### src/rtl/fetch_stage_if.sv
// fetch_stage_if -- pipeline-side signal bundle of the fetch stage.
//   master : the fetch stage (drives IMEM_ADDR and the IF/ID outputs)
//   slave  : hazard unit / branch unit / instruction memory / decode
// Signals:
//   STALL_F, STALL_D, FLUSH_D, BRANCH_TAKEN, BRANCH_TARGET : control in
//   IMEM_ADDR / IMEM_RD                                    : imem port
//   INSTR_D, PC_D, PCPLUS4_D, VALID_D, FAULT_D             : IF/ID register
//   FETCH_COUNT                                            : valid-load count
interface fetch_stage_if #(
    parameter int ADDR_WIDTH = 32,
    parameter int DATA_WIDTH = 32
);
    logic                  STALL_F;
    logic                  STALL_D;
    logic                  FLUSH_D;
    logic                  BRANCH_TAKEN;
    logic [ADDR_WIDTH-1:0] BRANCH_TARGET;
    logic [ADDR_WIDTH-1:0] IMEM_ADDR;
    logic [DATA_WIDTH-1:0] IMEM_RD;
    logic [DATA_WIDTH-1:0] INSTR_D;
    logic [ADDR_WIDTH-1:0] PC_D;
    logic [ADDR_WIDTH-1:0] PCPLUS4_D;
    logic                  VALID_D;
    logic                  FAULT_D;
    logic [31:0]           FETCH_COUNT;

    modport master (
        input  STALL_F, STALL_D, FLUSH_D, BRANCH_TAKEN, BRANCH_TARGET, IMEM_RD,
        output IMEM_ADDR, INSTR_D, PC_D, PCPLUS4_D, VALID_D, FAULT_D, FETCH_COUNT
    );

    modport slave (
        output STALL_F, STALL_D, FLUSH_D, BRANCH_TAKEN, BRANCH_TARGET, IMEM_RD,
        input  IMEM_ADDR, INSTR_D, PC_D, PCPLUS4_D, VALID_D, FAULT_D, FETCH_COUNT
    );
endinterface

### src/rtl/fetch_stage.sv
// fetch_stage -- PC register, instruction fetch and IF/ID pipeline register.
// Ports:
//   CLK   : rising-edge clock
//   RESET : synchronous active-high reset
//   bus   : fetch_stage_if master (control inputs, imem port, IF/ID outputs)
// The PC register drives IMEM_ADDR directly. Each cycle the IF/ID register
// is cleared, held, squash-loaded, fault-loaded or normally loaded, in that
// priority order; FETCH_COUNT counts normal loads and saturates.
module fetch_stage #(
    parameter int                    ADDR_WIDTH = 32,
    parameter int                    DATA_WIDTH = 32,
    parameter logic [ADDR_WIDTH-1:0] RESET_PC   = '0,
    parameter int                    IMEM_BYTES = 24,
    parameter logic [DATA_WIDTH-1:0] NOP_WORD   = '0
) (
    input  logic          CLK,
    input  logic          RESET,
    fetch_stage_if.master bus
);
    // Highest PC at which a full word still fits inside the memory.
    localparam logic [ADDR_WIDTH-1:0] IMEM_LAST = ADDR_WIDTH'(IMEM_BYTES - 4);

    logic [ADDR_WIDTH-1:0] pc_q, pc_d;
    logic [DATA_WIDTH-1:0] instr_q, instr_d;
    logic [ADDR_WIDTH-1:0] pc_dec_q, pc_dec_d;
    logic [ADDR_WIDTH-1:0] pcplus4_q, pcplus4_d;
    logic                  valid_q, valid_d;
    logic                  fault_q, fault_d;
    logic [31:0]           count_q, count_d;

    logic [ADDR_WIDTH-1:0] pc_plus4;
    logic                  fetch_fault;

    always_comb begin
        pc_plus4    = pc_q + ADDR_WIDTH'(4);
        fetch_fault = (pc_q[1:0] != 2'b00) || (pc_q > IMEM_LAST);

        pc_d      = pc_q;
        instr_d   = instr_q;
        pc_dec_d  = pc_dec_q;
        pcplus4_d = pcplus4_q;
        valid_d   = valid_q;
        fault_d   = fault_q;
        count_d   = count_q;

        // A redirect wins over a front-end stall.
        if (bus.BRANCH_TAKEN) begin
            pc_d = bus.BRANCH_TARGET;
        end else if (!bus.STALL_F) begin
            pc_d = pc_plus4;
        end

        if (bus.FLUSH_D) begin
            instr_d   = NOP_WORD;
            pc_dec_d  = '0;
            pcplus4_d = '0;
            valid_d   = 1'b0;
            fault_d   = 1'b0;
        end else if (!bus.STALL_D) begin
            pc_dec_d  = pc_q;
            pcplus4_d = pc_plus4;
            if (bus.BRANCH_TAKEN) begin
                // Word fetched during the redirect cycle is wrong-path.
                instr_d = NOP_WORD;
                valid_d = 1'b0;
                fault_d = 1'b0;
            end else if (fetch_fault) begin
                instr_d = NOP_WORD;
                valid_d = 1'b0;
                fault_d = 1'b1;
            end else begin
                instr_d = bus.IMEM_RD;
                valid_d = 1'b1;
                fault_d = 1'b0;
                if (count_q != 32'hFFFF_FFFF) begin
                    count_d = count_q + 32'd1;
                end
            end
        end
    end

    always_ff @(posedge CLK) begin
        if (RESET) begin
            pc_q      <= RESET_PC;
            instr_q   <= NOP_WORD;
            pc_dec_q  <= '0;
            pcplus4_q <= '0;
            valid_q   <= 1'b0;
            fault_q   <= 1'b0;
            count_q   <= '0;
        end else begin
            pc_q      <= pc_d;
            instr_q   <= instr_d;
            pc_dec_q  <= pc_dec_d;
            pcplus4_q <= pcplus4_d;
            valid_q   <= valid_d;
            fault_q   <= fault_d;
            count_q   <= count_d;
        end
    end

    assign bus.IMEM_ADDR   = pc_q;
    assign bus.INSTR_D     = instr_q;
    assign bus.PC_D        = pc_dec_q;
    assign bus.PCPLUS4_D   = pcplus4_q;
    assign bus.VALID_D     = valid_q;
    assign bus.FAULT_D     = fault_q;
    assign bus.FETCH_COUNT = count_q;
endmodule

### src/flat_wrapper.sv
// flat-port wrapper written by rule: the top's interface ports become plain ports
module fetch_stage_flat 
#(
    parameter int                    ADDR_WIDTH = 32,
    parameter int                    DATA_WIDTH = 32,
    parameter logic [ADDR_WIDTH-1:0] RESET_PC   = '0,
    parameter int                    IMEM_BYTES = 24,
    parameter logic [DATA_WIDTH-1:0] NOP_WORD   = '0
)
  (CLK, RESET, bus_STALL_F, bus_STALL_D, bus_FLUSH_D, bus_BRANCH_TAKEN, bus_BRANCH_TARGET, bus_IMEM_RD, bus_IMEM_ADDR, bus_INSTR_D, bus_PC_D, bus_PCPLUS4_D, bus_VALID_D, bus_FAULT_D, bus_FETCH_COUNT);
  fetch_stage_if #(.ADDR_WIDTH(ADDR_WIDTH), .DATA_WIDTH(DATA_WIDTH)) bus_i ();
  input  logic CLK;
  input  logic RESET;
  input wire logic [$bits(bus_i.STALL_F)-1:0] bus_STALL_F;
  input wire logic [$bits(bus_i.STALL_D)-1:0] bus_STALL_D;
  input wire logic [$bits(bus_i.FLUSH_D)-1:0] bus_FLUSH_D;
  input wire logic [$bits(bus_i.BRANCH_TAKEN)-1:0] bus_BRANCH_TAKEN;
  input wire logic [$bits(bus_i.BRANCH_TARGET)-1:0] bus_BRANCH_TARGET;
  input wire logic [$bits(bus_i.IMEM_RD)-1:0] bus_IMEM_RD;
  output wire logic [$bits(bus_i.IMEM_ADDR)-1:0] bus_IMEM_ADDR;
  output wire logic [$bits(bus_i.INSTR_D)-1:0] bus_INSTR_D;
  output wire logic [$bits(bus_i.PC_D)-1:0] bus_PC_D;
  output wire logic [$bits(bus_i.PCPLUS4_D)-1:0] bus_PCPLUS4_D;
  output wire logic [$bits(bus_i.VALID_D)-1:0] bus_VALID_D;
  output wire logic [$bits(bus_i.FAULT_D)-1:0] bus_FAULT_D;
  output wire logic [$bits(bus_i.FETCH_COUNT)-1:0] bus_FETCH_COUNT;
  assign bus_i.STALL_F = bus_STALL_F;
  assign bus_i.STALL_D = bus_STALL_D;
  assign bus_i.FLUSH_D = bus_FLUSH_D;
  assign bus_i.BRANCH_TAKEN = bus_BRANCH_TAKEN;
  assign bus_i.BRANCH_TARGET = bus_BRANCH_TARGET;
  assign bus_i.IMEM_RD = bus_IMEM_RD;
  assign bus_IMEM_ADDR = bus_i.IMEM_ADDR;
  assign bus_INSTR_D = bus_i.INSTR_D;
  assign bus_PC_D = bus_i.PC_D;
  assign bus_PCPLUS4_D = bus_i.PCPLUS4_D;
  assign bus_VALID_D = bus_i.VALID_D;
  assign bus_FAULT_D = bus_i.FAULT_D;
  assign bus_FETCH_COUNT = bus_i.FETCH_COUNT;
  fetch_stage #(.ADDR_WIDTH(ADDR_WIDTH), .DATA_WIDTH(DATA_WIDTH), .RESET_PC(RESET_PC), .IMEM_BYTES(IMEM_BYTES), .NOP_WORD(NOP_WORD)) u_core (.CLK(CLK), .RESET(RESET), .bus(bus_i));
endmodule
### config.mk
export PLATFORM = sky130hd
export DESIGN_NAME = fetch_stage_flat
export DESIGN_NICKNAME = d
export VERILOG_FILES = /design/src/rtl/fetch_stage_if.sv /design/src/rtl/fetch_stage.sv /design/src/flat_wrapper.sv
export SDC_FILE = /design/constraint.sdc
export NUM_CORES = 1
export LEC_CHECK = 0
export BUFFER_PORTS_ARGS = -buffer_cell sky130_fd_sc_hd__buf_2
export CAP_MARGIN = 20
export CELL_PAD_IN_SITES_DETAIL_PLACEMENT = 1
export CELL_PAD_IN_SITES_GLOBAL_PLACEMENT = 1
export CORE_ASPECT_RATIO = 1.75
export CORE_UTILIZATION = 37
export DETAILED_ROUTE_END_ITERATION = 12
export HOLD_SLACK_MARGIN = 0.03
export PLACE_DENSITY = 0.84
export SLEW_MARGIN = 20
export SYNTH_ARGS = -nofsm -noshare
export SYNTH_HDL_FRONTEND = slang
export SYNTH_SLANG_ARGS = --single-unit
### constraint.sdc
create_clock -name CLK -period 3 [get_ports CLK]
set_input_delay 0.3 -clock CLK [delete_from_list [all_inputs] [get_ports CLK]]
set_output_delay 0.3 -clock CLK [all_outputs]
set_load 0.01 [all_outputs]
# [Yosys cells after proc, flatten, opt, wreduce, memory -nomap -nowiden]
# Index checks and enable logic that the tools add are counted.
# W data, S select, Z words.
[word_totals] reg_bits=162 input_bits=70 output_inout_bits=162 elab_cells=28
[op_classes] n_addsub=2 order_cmp=1 eq_ne=2 n_mux=8 bitwise=4 n_reduce_logical=4
[op_table] operator="$mux W32" count=4
[op_table] operator="$add A32 B1 Y32 const B" count=1
[op_table] operator="$add A32 B3 Y32 const B" count=1
[op_table] operator="$gt A32 B5 Y1 const B" count=1
[op_table] operator="$ne A32 B32 Y1 const B" count=1
[op_table] operator="$reduce_and A5 Y1" count=1
[op_table] operator="$mux W1" count=4
[op_table] operator="$not A1 Y1" count=4
[op_table] operator="$ne A2 B1 Y1 const B" count=1
[op_table] operator="$reduce_bool A2 Y1" count=1
[op_table] operator="$reduce_or A2 Y1" count=1
[op_table] operator="$logic_or A1 B1 Y1" count=1

# [Logic depth before layout (Yosys ltp)]
[depth] word_depth=4 mapped_depth=9 ltp_nobuf=7

# [Worst setup path before layout]
# OpenSTA, ideal clock, no wires.
[synth_path] kind="register to register" from="reg u_core.pc_q[2], in the netlist u_core.bus.IMEM_ADDR[2]" to="reg u_core.pc_q[24], in the netlist u_core.bus.IMEM_ADDR[24]" setup_time_ns=0.091 arrival_time_ns=2.448 t_required_ns=2.909 path_slack_ns=0.461 stages_incl_launch_ff=8 n_path_buf=1 period_less_slack_ns=2.539 path_cell_list="dfxtp_1 ha_1 nand3_4 or4_4 buf_6 or4_1 or3_1 a311oi_1"
[synth_via] elab_chain_len=3
[synth_lines] item="from (decl)" line_no="fetch_stage.sv:23" text="logic [ADDR_WIDTH-1:0] pc_q, pc_d;"
[synth_lines] item="from (signal assigned)" line_no="fetch_stage.sv:92" text="pc_q <= pc_d;"
[synth_lines] item="$add A32 B3 Y32" line_no="fetch_stage.sv:35" text="pc_plus4 = pc_q + ADDR_WIDTH'(4);"
[synth_lines] item="$mux W32" line_no="fetch_stage.sv:49" text="end else if (!bus.STALL_F) begin"
[synth_lines] item="$mux W32" line_no="fetch_stage.sv:47" text="if (bus.BRANCH_TAKEN) begin"
# Every way passes these cells. The select of a mux whose other input is x is not followed.
# A chain may end at the register's enable or synchronous reset.

# [Worst setup path after layout]
[layout_path] from="reg u_core.pc_q[22], in the netlist u_core.bus.IMEM_ADDR[22]" to="reg u_core.count_q[6], in the netlist u_core.bus.FETCH_COUNT[6]"
[layout_via] elab_chain_len=4
[layout_lines] item="$gt A32 B5 Y1" line_no="fetch_stage.sv:36" text="fetch_fault = (pc_q[1:0] != 2'b00) || (pc_q > IMEM_LAST);"
[layout_lines] item="$logic_or A1 B1 Y1" line_no="fetch_stage.sv:36"
[layout_lines] item="$not A1 Y1 (no source line)"
[layout_lines] item="$reduce_and A5 Y1 (no source line)"
[layout_lines] item="to (signal assigned)" line_no="fetch_stage.sv:98" text="count_q <= count_d;"
[layout_lines] item="to (decl)" line_no="fetch_stage.sv:29" text="logic [31:0] count_q, count_d;"
# Every way passes these cells.

==> results.sh <==
export IMPL_tightestPinTransition_ns=0.779
export IMPL_fp_dieArea_sq_um=20500
export IMPL_clock_skew_final_ns=0.0108
export IMPL_multiInputGateArea_sq_um=3770
export IMPL_crit_path_capture="u_core.bus.FETCH_COUNT[6]$_SDFFE_PP0P_"
export IMPL_setup_worst_path_start="u_core.bus.IMEM_ADDR[22]$_SDFFE_PP0N_"
export IMPL_finalWirelength_mm=24.7
export IMPL_dr_wl_met3_microns=790
export IMPL_slowest_stage="sky130_fd_sc_hd__nor4_1"
export IMPL_r2r_start="u_core.bus.IMEM_ADDR[22]$_SDFFE_PP0N_"
export IMPL_y_dimension_of_the_die_microns=189
export IMPL_fillerInstances=2387
export IMPL_vias_in_the_first_global_route=7342
export IMPL_synthesis_area_sq_um=7370
export IMPL_synth_enable_flop_cells=0
export IMPL_regArea_sq_um=3200
export IMPL_maxClockFrequency_mhz=383
export IMPL_post_synthesis_async_set_or_reset_flop_share=0
export IMPL_setup_total_negative_slack_ns=0
export IMPL_synth_cells=863
export IMPL_synthesis_yosys_warnings=0
export IMPL_relSlewSlack=0.480
export IMPL_num_antenna_cells=0
export IMPL_internal_power_mw=3.57
export IMPL_mappedNetlistNets=937
export IMPL_placeableCoreArea_sq_um=19700
export IMPL_seqPwrFrac=0.465
export IMPL_synth_seq_area_share=0.434
export IMPL_detail_route_wirelength_met1_mm=9.44
export IMPL_clock_tree_htree_level_count=4
export IMPL_floorplan_io_pins=232
export IMPL_peak_supply_drop_v=0.000374
export IMPL_detailedPlacementHpwl_mm=17.6
export IMPL_clock_root_buffer="sky130_fd_sc_hd__clkbuf_16"
export IMPL_slew_viol_final=0
export IMPL_synth_ff_type="sky130_fd_sc_hd__dfxtp_1"
export IMPL_initial_utilization=0.375
export IMPL_timing_critical_path_fanout_max=50
export IMPL_synth_area_per_cell_sq_um=8.55
export IMPL_power_net_switching_mw=1.28
export IMPL_critPathRequiredTime_ns=3.32
export IMPL_numCtsBuffers=17
export IMPL_crit_path_end_kind="flip-flop"
export IMPL_timing_final_setup_violations=0
export IMPL_route_met2_wl_mm=13.3
export IMPL_layout_drive_gt1_share=0.288
export IMPL_worst_setup_path_start_kind="flip-flop"
export IMPL_hold_buffers=0
export IMPL_grt_first_pass_wirelength_mm=38.6
export IMPL_layout_cells_most_common="sky130_fd_sc_hd__buf_2"
export IMPL_routabilityCongestion=0.887
export IMPL_first_pass_iteration_count_of_the_detailed_router=5
export IMPL_critical_path_max_stage_delay_ns=0.55
export IMPL_synth_top_cell_area_share=0.434
export IMPL_drtIter0Drc=253
export IMPL_worstRegToRegCells=6
export IMPL_die_width_microns=109
export IMPL_power_switching_fraction=0.264
export IMPL_yosys_register_bits=160
export IMPL_number_of_resized_instances_in_the_post_cts_repair_step=0
export IMPL_rrSetupSlack_ns=0.39
export IMPL_post_cts_setup_buffers=0
export IMPL_num_vias=7269
export IMPL_area_growth_syn_to_layout_pct=25.3
export IMPL_status="finished clean"
export IMPL_wire_per_inst_microns=18.9
export IMPL_rsz0062_at_grt="false"
export IMPL_max_cap_violations=0
export IMPL_grt_antenna_before_repair=0
export IMPL_post_route_clock_period_utilization=0.870
export IMPL_final_period_minus_worst_setup_slack_ns=2.61
export IMPL_arrival_ns=2.93
export IMPL_port_buffers=231
export IMPL_drt_vias_per_instance=5.56
export IMPL_yosys_cell_types_count=49
export IMPL_final_cell_mix="sky130_fd_sc_hd__buf_2 (230), sky130_fd_sc_hd__dfxtp_1 (160), sky130_fd_sc_hd__nor2_1 (141)"
export IMPL_worst_reg2reg_endpoint="u_core.bus.FETCH_COUNT[6]$_SDFFE_PP0P_"
export IMPL_largest_net_degree_at_the_start_of_global_routing=58
export IMPL_yosysTopAreaCell="sky130_fd_sc_hd__dfxtp_1"
export IMPL_grtUsageTotal=0.244
export IMPL_overflow=0
export IMPL_cts_tree="yes"
export IMPL_clock_insertion_delay_at_the_later_pin_of_the_skew_report_ns=0.43
export IMPL_worst_hold_path_type="primary input to flip-flop"
export IMPL_cts_path_max_buffers=2
export IMPL_p_per_area_nw_per_um2=525
export IMPL_final_hold_violation_count=0
export IMPL_crit_path_cell_trace="nor4_1 -> and4_1 -> nand4_1 -> buf_4 -> nor4_1 -> mux2_2"
export IMPL_static_leakage_power_nw=3.83
export IMPL_fin_nets=1123
export IMPL_fp_row_count=68
export IMPL_critical_path_class="flip-flop to flip-flop"
export IMPL_p_total_mw=4.85
export IMPL_critical_path_top_cell_by_count="sky130_fd_sc_hd__nor4_1"
export IMPL_highest_layer="met4"
export IMPL_clockPowerShare=0.450
export IMPL_ant_nets=0
export IMPL_cts_sink_count=160
export IMPL_clkSlewWorstSetupHoldPaths_ns=0.07
export IMPL_drc=0
export IMPL_power_combinational_fraction=0.085
export IMPL_yosys_top_cells_area="sky130_fd_sc_hd__dfxtp_1 (43%), sky130_fd_sc_hd__nor2_1 (7.2%), sky130_fd_sc_hd__mux2i_1 (5.3%)"
registers in the layout, indices dropped and copies added, names as in the netlist:
register                flops
u_core.bus.PC_D            30
u_core.bus.FETCH_COUNT     32
u_core.bus.PCPLUS4_D       32
u_core.bus.FAULT_D          1
u_core.bus.IMEM_ADDR       32
u_core.bus.VALID_D          1
u_core.bus.INSTR_D         32
cell type report:
type,instances,area share
Multi-Input combinational cell,607,0.408
Tap cell,245,0.0332
Clock buffer,20,0.0505
Clock inverter,12,0.0133
Sequential cell,160,0.347
Inverter,11,0.00447
Timing Repair Buffer,252,0.144
cell usage after synthesis, drive strengths merged, types with 4 or more instances:
master  count
dfxtp     160
nor2      142
clkbuf     65
a21oi      48
mux2i      39
nand2      38
xnor2      38
a22oi      32
nor4       31
nor3       29
nand4      23
or4        22
nand3      21
o21ai      21
a211oi     20
buf        20
o31ai      18
mux2       13
nor2b      13
inv        11
xor2       10
and4        8
or3         7
a311oi      4
and3        4
ha          4
nor4b       4
how the worst min path moves through the flow:
stage / cells after the start / to / from / slack [ns]
floorplan: 2 / u_core.bus.IMEM_ADDR[3]$_SDFFE_PP0N_ / bus_BRANCH_TARGET[3] / 0.44
global placement: 2 / u_core.bus.PCPLUS4_D[4]$_SDFFE_PP0N_ / u_core.bus.PCPLUS4_D[4]$_SDFFE_PP0N_ / 0.45
detailed placement: 2 / u_core.bus.PCPLUS4_D[13]$_SDFFE_PP0N_ / u_core.bus.PCPLUS4_D[13]$_SDFFE_PP0N_ / 0.46
CTS: 3 / u_core.bus.INSTR_D[26]$_SDFFE_PP0N_ / bus_IMEM_RD[26] / 0.09
global route: 3 / u_core.bus.INSTR_D[22]$_SDFFE_PP0N_ / bus_IMEM_RD[22] / 0.10
finish: 3 / u_core.bus.INSTR_D[26]$_SDFFE_PP0N_ / bus_IMEM_RD[26] / 0.1
power groups by stage:
stage	Sequential, mW	Combinational [mW]	Clock (mW)
floorplan	2.28	0.246	0
global placement	2.30	0.404	0
detailed placement	2.31	0.414	0
CTS	2.26	0.416	2.24
global route	2.27	0.450	2.32
finish	2.26	0.412	2.18
worst max-delay path, delay by kind of cell, from the launching register on:
kind | cells | cell delay, ns
muxes | 1 | 0.38
buffers and inverters | 1 | 0.29
and+or+nand+nor | 4 | 1.44
DFF | 1 | 0.38
logic make-up after synthesis:
family | count (synthesis) | synth area share
and+or+nand+nor | 354 | 0.244
DFF | 160 | 0.434
AOI/OAI and AO/OA | 149 | 0.130
buffers and inverters | 96 | 0.0550
muxes | 52 | 0.0728
xor gates and xnor gates | 48 | 0.0570
adders and majority gates | 4 | 0.00679
routing by layer:
metal  vias to the layer above  GRT usage
met5                         -          0
met4                         0      0.137
met3                        60     0.0391
met2                       198      0.444
met1                      3570      0.259
li1                       3441          -
stage by stage:
stage / cell area, sq um / hold WS, ns / std cells / util / worst slack, ns
3_3_place_gp: 8650 / 0.451 / 1275 / 0.440 / 0.511
3_5_place_dp: 8650 / 0.465 / 1275 / 0.440 / 0.445
2_1_floorplan: 7370 / 0.443 / 863 / - / 0.461
6_report: 9240 / 0.0997 / 1307 / 0.470 / 0.389
5_1_grt: 9240 / 0.104 / 1307 / 0.470 / 0.290
4_1_cts: 9240 / 0.0876 / 1307 / 0.470 / 0.395
(Power assumes the default switching activity.)
